File: config.mk
export PLATFORM = sky130hd
export DESIGN_NAME = circle_seg_animator
export DESIGN_NICKNAME = d
export VERILOG_FILES = /design/src/rtl/circle_seg_animator.sv
export SDC_FILE = /design/constraint.sdc
export NUM_CORES = 1
export LEC_CHECK = 0
export CORE_ASPECT_RATIO = 0.75
export CORE_MARGIN = 2
export CORE_UTILIZATION = 29
export DETAILED_ROUTE_END_ITERATION = 12
export PLACE_DENSITY = 0.47
export REMOVE_ABC_BUFFERS = 1
export SKIP_CTS_REPAIR_TIMING = 1
export SYNTH_ARGS = -nofsm -noshare
export SYNTH_HDL_FRONTEND = slang
export SYNTH_SLANG_ARGS = --single-unit
export TNS_END_PERCENT = 5
File: constraint.sdc
create_clock -name clk_i -period 5.4 [get_ports clk_i]
set_input_delay 0.54 -clock clk_i [delete_from_list [all_inputs] [get_ports clk_i]]
set_output_delay 0.54 -clock clk_i [all_outputs]
set_load 0.005 [all_outputs]
File: src/rtl/circle_seg_animator.sv
// Purpose: walks a single lit segment around the outer ring (a..f) of a row of
//          7-segment displays, one ring position per prescaler overflow tick.
// Latency: the decoded outputs change one cycle after the overflow cycle.
//          overflow_o is a combinational decode of the registered count.
// Backpressure: none; the block free-runs, and only rst_ni can stall or restart it.
//
// Ports:
//   clk_i        rising-edge system clock
//   rst_ni       synchronous active-low reset; it overrides everything, even an overflow
//   count_o      prescaler value, counts 0..COUNT_TO
//   overflow_o   high for the single cycle in which count_o == COUNT_TO
//   directie     0 = clockwise lap, 1 = counter-clockwise lap
//   row          0 = lit segment in the top half (a, b, f), 1 = bottom half (c, d, e)
//   column       one-hot lit segment, bit0=a .. bit5=f
//   curr_display index of the display that holds the lit segment (0 = leftmost)

module circle_seg_animator #(
  parameter int WIDTH           = 4,
  parameter int COUNT_TO        = 9,
  parameter int NUM_OF_DISPLAYS = 6,
  parameter int COL_WIDTH       = 6
) (
  input  logic                 clk_i,
  input  logic                 rst_ni,
  output logic [WIDTH-1:0]     count_o,
  output logic                 overflow_o,
  output logic                 directie,
  output logic                 row,
  output logic [COL_WIDTH-1:0] column,
  output logic [2:0]           curr_display
);

  // Ring geometry. Positions run clockwise starting at segment a of display 0:
  // across the top row, down the right edge, back along the bottom row, and
  // up the left edge.
  localparam int RING_LEN = 2 * NUM_OF_DISPLAYS + 4;

  localparam logic [4:0] LAST_POS  = 5'(RING_LEN - 1);
  localparam logic [4:0] POS_B     = 5'(NUM_OF_DISPLAYS);          // right edge, upper
  localparam logic [4:0] POS_C     = 5'(NUM_OF_DISPLAYS + 1);      // right edge, lower
  localparam logic [4:0] POS_D_END = 5'(2 * NUM_OF_DISPLAYS + 1);  // last bottom-row slot
  localparam logic [4:0] POS_E     = 5'(2 * NUM_OF_DISPLAYS + 2);  // left edge, lower

  localparam logic [2:0] LAST_DISP = 3'(NUM_OF_DISPLAYS - 1);
  // The bottom row is walked right to left: display = (2N+1) - pos. Only the
  // low three bits of the difference matter because the result is always
  // below 8, so the subtraction can be done modulo 8 on pos[2:0].
  localparam logic [2:0] D_BASE    = 3'(2 * NUM_OF_DISPLAYS + 1);

  localparam logic [WIDTH-1:0] TERMINAL = WIDTH'(COUNT_TO);

  // Segment bit positions inside column.
  localparam int SEG_A = 0;
  localparam int SEG_B = 1;
  localparam int SEG_C = 2;
  localparam int SEG_D = 3;
  localparam int SEG_E = 4;
  localparam int SEG_F = 5;

  logic [4:0] pos;
  logic [4:0] pos_inc;
  logic [4:0] pos_dec;
  logic [4:0] pos_step;

  // ---------------------------------------------------------------------------
  // Prescaler
  // ---------------------------------------------------------------------------
  assign overflow_o = (count_o == TERMINAL);

  always_ff @(posedge clk_i) begin
    if (!rst_ni) begin
      count_o <= '0;
    end else if (overflow_o) begin
      count_o <= '0;
    end else begin
      count_o <= count_o + WIDTH'(1);
    end
  end

  // ---------------------------------------------------------------------------
  // Ring sequencer
  // ---------------------------------------------------------------------------
  assign pos_inc  = (pos == LAST_POS) ? 5'd0 : pos + 5'd1;
  assign pos_dec  = (pos == 5'd0) ? LAST_POS : pos - 5'd1;
  assign pos_step = directie ? pos_dec : pos_inc;

  // Arriving back at position 0 ends a lap. The direction flips on that same
  // edge, so successive laps alternate between clockwise and counter-clockwise.
  always_ff @(posedge clk_i) begin
    if (!rst_ni) begin
      pos      <= 5'd0;
      directie <= 1'b0;
    end else if (overflow_o) begin
      pos <= pos_step;
      if (pos_step == 5'd0) begin
        directie <= ~directie;
      end
    end
  end

  // ---------------------------------------------------------------------------
  // Position decode
  // ---------------------------------------------------------------------------
  always_comb begin
    column       = '0;
    curr_display = 3'd0;
    row          = 1'b0;
    if (pos < POS_B) begin
      curr_display  = pos[2:0];
      column[SEG_A] = 1'b1;
    end else if (pos == POS_B) begin
      curr_display  = LAST_DISP;
      column[SEG_B] = 1'b1;
    end else if (pos == POS_C) begin
      curr_display  = LAST_DISP;
      column[SEG_C] = 1'b1;
      row           = 1'b1;
    end else if (pos <= POS_D_END) begin
      curr_display  = D_BASE - pos[2:0];
      column[SEG_D] = 1'b1;
      row           = 1'b1;
    end else if (pos == POS_E) begin
      curr_display  = 3'd0;
      column[SEG_E] = 1'b1;
      row           = 1'b1;
    end else begin
      // The only position left is 2N+3, segment f of display 0. Positions
      // beyond the ring are never reached, so they fall through to here.
      curr_display  = 3'd0;
      column[SEG_F] = 1'b1;
    end
  end

endmodule

# --- Yosys cells after proc, flatten, opt, wreduce, memory -nomap -nowiden ---
# Index checks and enable logic that the tools add are counted.
totals:
  register_bits: 10
  input_bits: 2
  output_inout_bits: 16
  elab_cells: 41
classes:
  add_sub_neg: 4
  order_cmp: 2
  n_eq_ne: 5
  muxes: 21
  bitwise_logic: 2
  reduce_logical: 4
ops:
  columns: ["operator", "count"]
  rows:
  - ["5-bit two-way mux", 4]
  - ["3-bit two-way mux", 5]
  - ["5-bit by 3-bit == test with 1-bit output, second input constant", 2]
  - ["5-bit by 4-bit == test with 1-bit output, second input constant", 2]
  - ["5-bit logical NOT", 2]
  - ["1-bit two-way mux", 10]
  - ["5-bit by 1-bit adder with 5-bit output, second input constant", 1]
  - ["5-bit by 4-bit <= comparator with 1-bit output, second input constant", 1]
  - ["5-bit by 3-bit < comparator with 1-bit output, second input constant", 1]
  - ["5-bit by 1-bit subtractor with 5-bit output, second input constant", 1]
  - ["4-bit by 1-bit adder with 4-bit output, second input constant", 1]
  - ["4-bit == test, second input constant", 1]
  - ["4-bit two-way mux", 1]
  - ["3-bit subtractor, first input constant", 1]
  - ["2-bit two-way mux", 1]
  - ["1-bit inverter", 2]
  - ["2-bit AND reduction", 1]
  - ["2-bit OR reduction", 1]

# --- Longest topological paths before layout ---
logic_depth:
  ltp_word: 6
  ltp_mapped: 9
  ltp_nobuf: 8

# --- Least setup slack after synthesis ---
# Ideal clock, no wire load.
synth_path:
  path_kind: "register -> output"
  start: "register pos[0]"
  end: "output row"
  arrival_time_ns: 1.499
  path_slack_ns: 3.361
  path_stages_with_launch: 8
  cell_sequence: "dfxtp_1 clkbuf_1 inv_1 ha_1 nor2_1 nor2_1 o31ai_1 a21oi_1"
synth_between:
  elab_chain_cells: 6
  word_cells_on_any_way: 10
synth_lines:
  columns: ["item", "line", "source"]
  rows:
  - ["from (decl)", "60", "logic [4:0] pos;"]
  - ["from (signal assigned)", "94", "pos <= pos_step;"]
  - ["parallel branches: the longest is 5 deep, another holds 5-bit by 4-bit <= comparator with 1-bit output", null, null]
  - ["1-bit two-way mux (*)", "108", "if (pos < POS_B) begin"]
  - ["to (decl)", "28", "output logic row,"]
# Every way passes the cells marked *.

# --- Final worst setup path ---
layout_path:
  start: "register pos[2]"
  end: "output curr_display[2]"
layout_between:
  elab_chain_cells: 5
  word_cells_on_any_way: 9
layout_lines:
  columns: ["item", "line", "source"]
  rows:
  - ["5-bit by 4-bit <= comparator with 1-bit output / 3-bit subtractor (equally long branches)", "118, 119", null]
  - ["3-bit two-way mux", "118", "end else if (pos <= POS_D_END) begin"]
  - ["3-bit two-way mux", "114", "end else if (pos == POS_C) begin"]
  - ["3-bit two-way mux", "111", "end else if (pos == POS_B) begin"]
  - ["3-bit two-way mux (*)", "108", null]
  - ["to (decl)", "30", "output logic [2:0] curr_display"]
# Mark *: on every way between the ends. The rest lies on a longest branch, timed or not.

==> impl_metrics.yaml <==
global_route:
  grt_overflow: 0
  track_usage_pct: 13.0
  grt_pass1_vias: 727
  grt_pass1_wl_um: 3520
  grt_max_degree: 17
  antenna_found_initial: 0
sta:
  post-route-period-util_pct: 55.9
  finalSetupViolCount: 0
  relSlewSlack_pct: 65.8
  finClkSkew_ns: 0.00352
  rsz0062_at_grt: "false"
  setup_tns_ns: 0
  slew_violations: 0
  min_period_ns: 3.02
  worst_pin_slew_ns: 0.512
  fmax_ghz: 0.331
  final_hold_viol_count: 0
worst_setup_path:
  crit_fanout: 16
  max_stage_delay_ns: 0.64
  crit_chain: "ha_1 -> a21oi_1 -> a211o_1 -> nand2_1 -> nor2_1 -> o32a_1 -> clkdlybuf4s50_1"
  r2r_slack_ns: 3.22
  critPathSlowestCell: "dfxtp_1"
  end_kind: "output port"
  cp.required_ns: 4.86
  cp.arrival_ns: 2.48
  cp-start-kind: "flip-flop"
  path_class: "flip-flop to output port"
  worstSetupEndpoint: "curr_display[2]"
  regToRegStartpoint: "pos[0]$_SDFFE_PN0P_"
  r2r_cells: 7
  cp-startpoint: "pos[2]$_SDFFE_PN0P_"
  reg2reg_to: "directie$_SDFFE_PN0P_"
pwr:
  total_power_mw: 0.182
  cellPowerDensity_nw_per_um2: 162
  ir_drop_v: 0.000121
  p_leak_nw: 0.410
cts:
  clk_latency_ns: 0.23
  clockBufferDepth: 2
  cts.sinks: 10
  cts-htree-levels: 1
  numCtsBuffers: 3
  cts-root-buf: "clkbuf_8"
  clkTransAtPathRegs_ns: 0.05
  cts_tree: "yes"
placement:
  dpl.hpwl_um: 1600
  io_buffers: 17
  gp_congestion: 0.764
drt:
  firstDrtPassIters: 4
  vias_per_cell: 4.95
  wl_um: 2080
  wl_per_cell_um: 12.4
  drt_iter0_markers: 52
  drc: 0
  antenna_left: 0
  vias: 827
floorplan:
  dieHeight_um: 52.0
  die_w_um: 68.0
  coreArea_sq_um: 2940
  die_area_sq_um: 3530
  rows: 17
  initial_core_util_pct: 30.3
  ios: 18
synth:
  ys_ff_latch: 10
  netlist_top_cells_area: "dfxtp_1, ha_1, nand2_1"
  synth_common_cells: "nand2_1, a21oi_1, nor2_1"
  synth-edff-count: 0
  avgSynthCellArea_sq_um: 7.74
  yosysUniqueCellTypes: 40
  synthArstFlopShare_pct: 0
  synth_most_common_cell: "nand2_1"
  yosysSeqAreaShare_pct: 22.5
  synth_area_sq_um: 890
  yosysTopAreaCell: "dfxtp_1"
  yosys_warnings: 0
  ys.flop_type: "dfxtp_1"
  yosysTopAreaCellShare_pct: 22.5
  syn_inst: 115
outcome:
  outcome: "completed"
finish:
  syn2layout_area_growth_pct: 26.6
  layout-drive-gt1-share_pct: 9.30
  n_antenna_cell: 0
  layout.nets: 143
min_path:
  hold_path_class: "flip-flop to flip-flop"
  hold_depth: 1
run:
  cap_viol_max_count: 0
==> power breakdown <==
group	internal [mW]	total [mW]	leakage, nW	switching (mW)
registers	0.0760	0.0782	0.0812	0.00222
logic	0.00673	0.0110	0.300	0.00427
clock network	0.0640	0.0930	0.0288	0.0289
==> metrics by stage <==
step	setup slack [ns]	hold slack, ns	cell area [sq um]	instances	utilization (%)
6_report	2.38	0.481	1130	167	38.4
5_1_grt	2.18	0.537	1130	167	38.4
4_1_cts	2.36	0.486	1130	167	38.4
3_5_place_dp	2.61	0.473	1070	163	36.5
3_3_place_gp	2.70	0.473	1070	163	36.5
2_1_floorplan	3.29	0.458	853	108	-
==> cell usage in the layout, fill, tap and decap left out, drive strengths merged, types with 2 or more instances in the layout <==
cell type and n:
nand2 18, clkdlybuf4s50 17, nor2 12, a21oi 12
ha 11, dfxtp 10, inv 7, clkbuf 4
a21boi 4, xnor2 3, a31oi 2, nand4b 2
nor2b 2, or2 2, a211o 2, nor4 2
==> cells by family (layout without fill, tap and decap cells) <==
| family | Yosys count | count (layout) | synth area share, % |
|---|---|---|---|
| flip-flops | 10 | 10 | 22.5 |
| adder cells (fa/ha/maj) | 11 | 11 | 15.5 |
| XOR/XNOR | 3 | 3 | 2.95 |
| multiplexers | 1 | 1 | 1.13 |
| AO/OA/AOI/OAI | 31 | 31 | 24.5 |
| buffers and inverters | 14 | 28 | 7.03 |
| AND/OR/NAND/NOR | 45 | 45 | 26.4 |
==> cell type report <==
| type | instances | area [sq um] |
|---|---|---|
| tap | 38 | 47.5 |
| clock buffer | 4 | 55.1 |
| inverter | 7 | 26.3 |
| timing repair buffer | 17 | 170 |
| multi-input combinational | 91 | 627 |
| sequential | 10 | 200 |
| fill | 311 | 1810 |
==> sequential cells by signal, indices dropped and copies added (netlist names) <==
| name | cells |
|---|---|
| count_o | 4 |
| directie | 1 |
| pos | 5 |
==> critical path, delay by kind of cell, from the launching register on <==
family | cells | cell delay, ns
flops | 1 | 0.64
compound gates | 3 | 0.56
buf+inv | 1 | 0.44
fa+ha+maj | 1 | 0.41
simple gates | 2 | 0.20
==> how the worst min path moves through the flow <==
stage / startpoint / endpoint / slack, ns
floorplan: count_o[0]$_SDFF_PP0_ / count_o[0]$_SDFF_PP0_ / 0.46
global placement: count_o[0]$_SDFF_PP0_ / count_o[0]$_SDFF_PP0_ / 0.47
detailed placement: count_o[0]$_SDFF_PP0_ / count_o[0]$_SDFF_PP0_ / 0.47
CTS: count_o[0]$_SDFF_PP0_ / count_o[0]$_SDFF_PP0_ / 0.49
global route: count_o[0]$_SDFF_PP0_ / count_o[0]$_SDFF_PP0_ / 0.54
finish: count_o[0]$_SDFF_PP0_ / count_o[0]$_SDFF_PP0_ / 0.48
==> per-layer routing <==
layer	up-vias	wire [um]	track usage, %
met3	0	65	3.25
met1	383	1180	21.2
li1	427	-	-
met5	-	0	0
met4	0	0	3.00
met2	17	831	16.2
No activity file was read; power rests on OpenSTA's default activity.
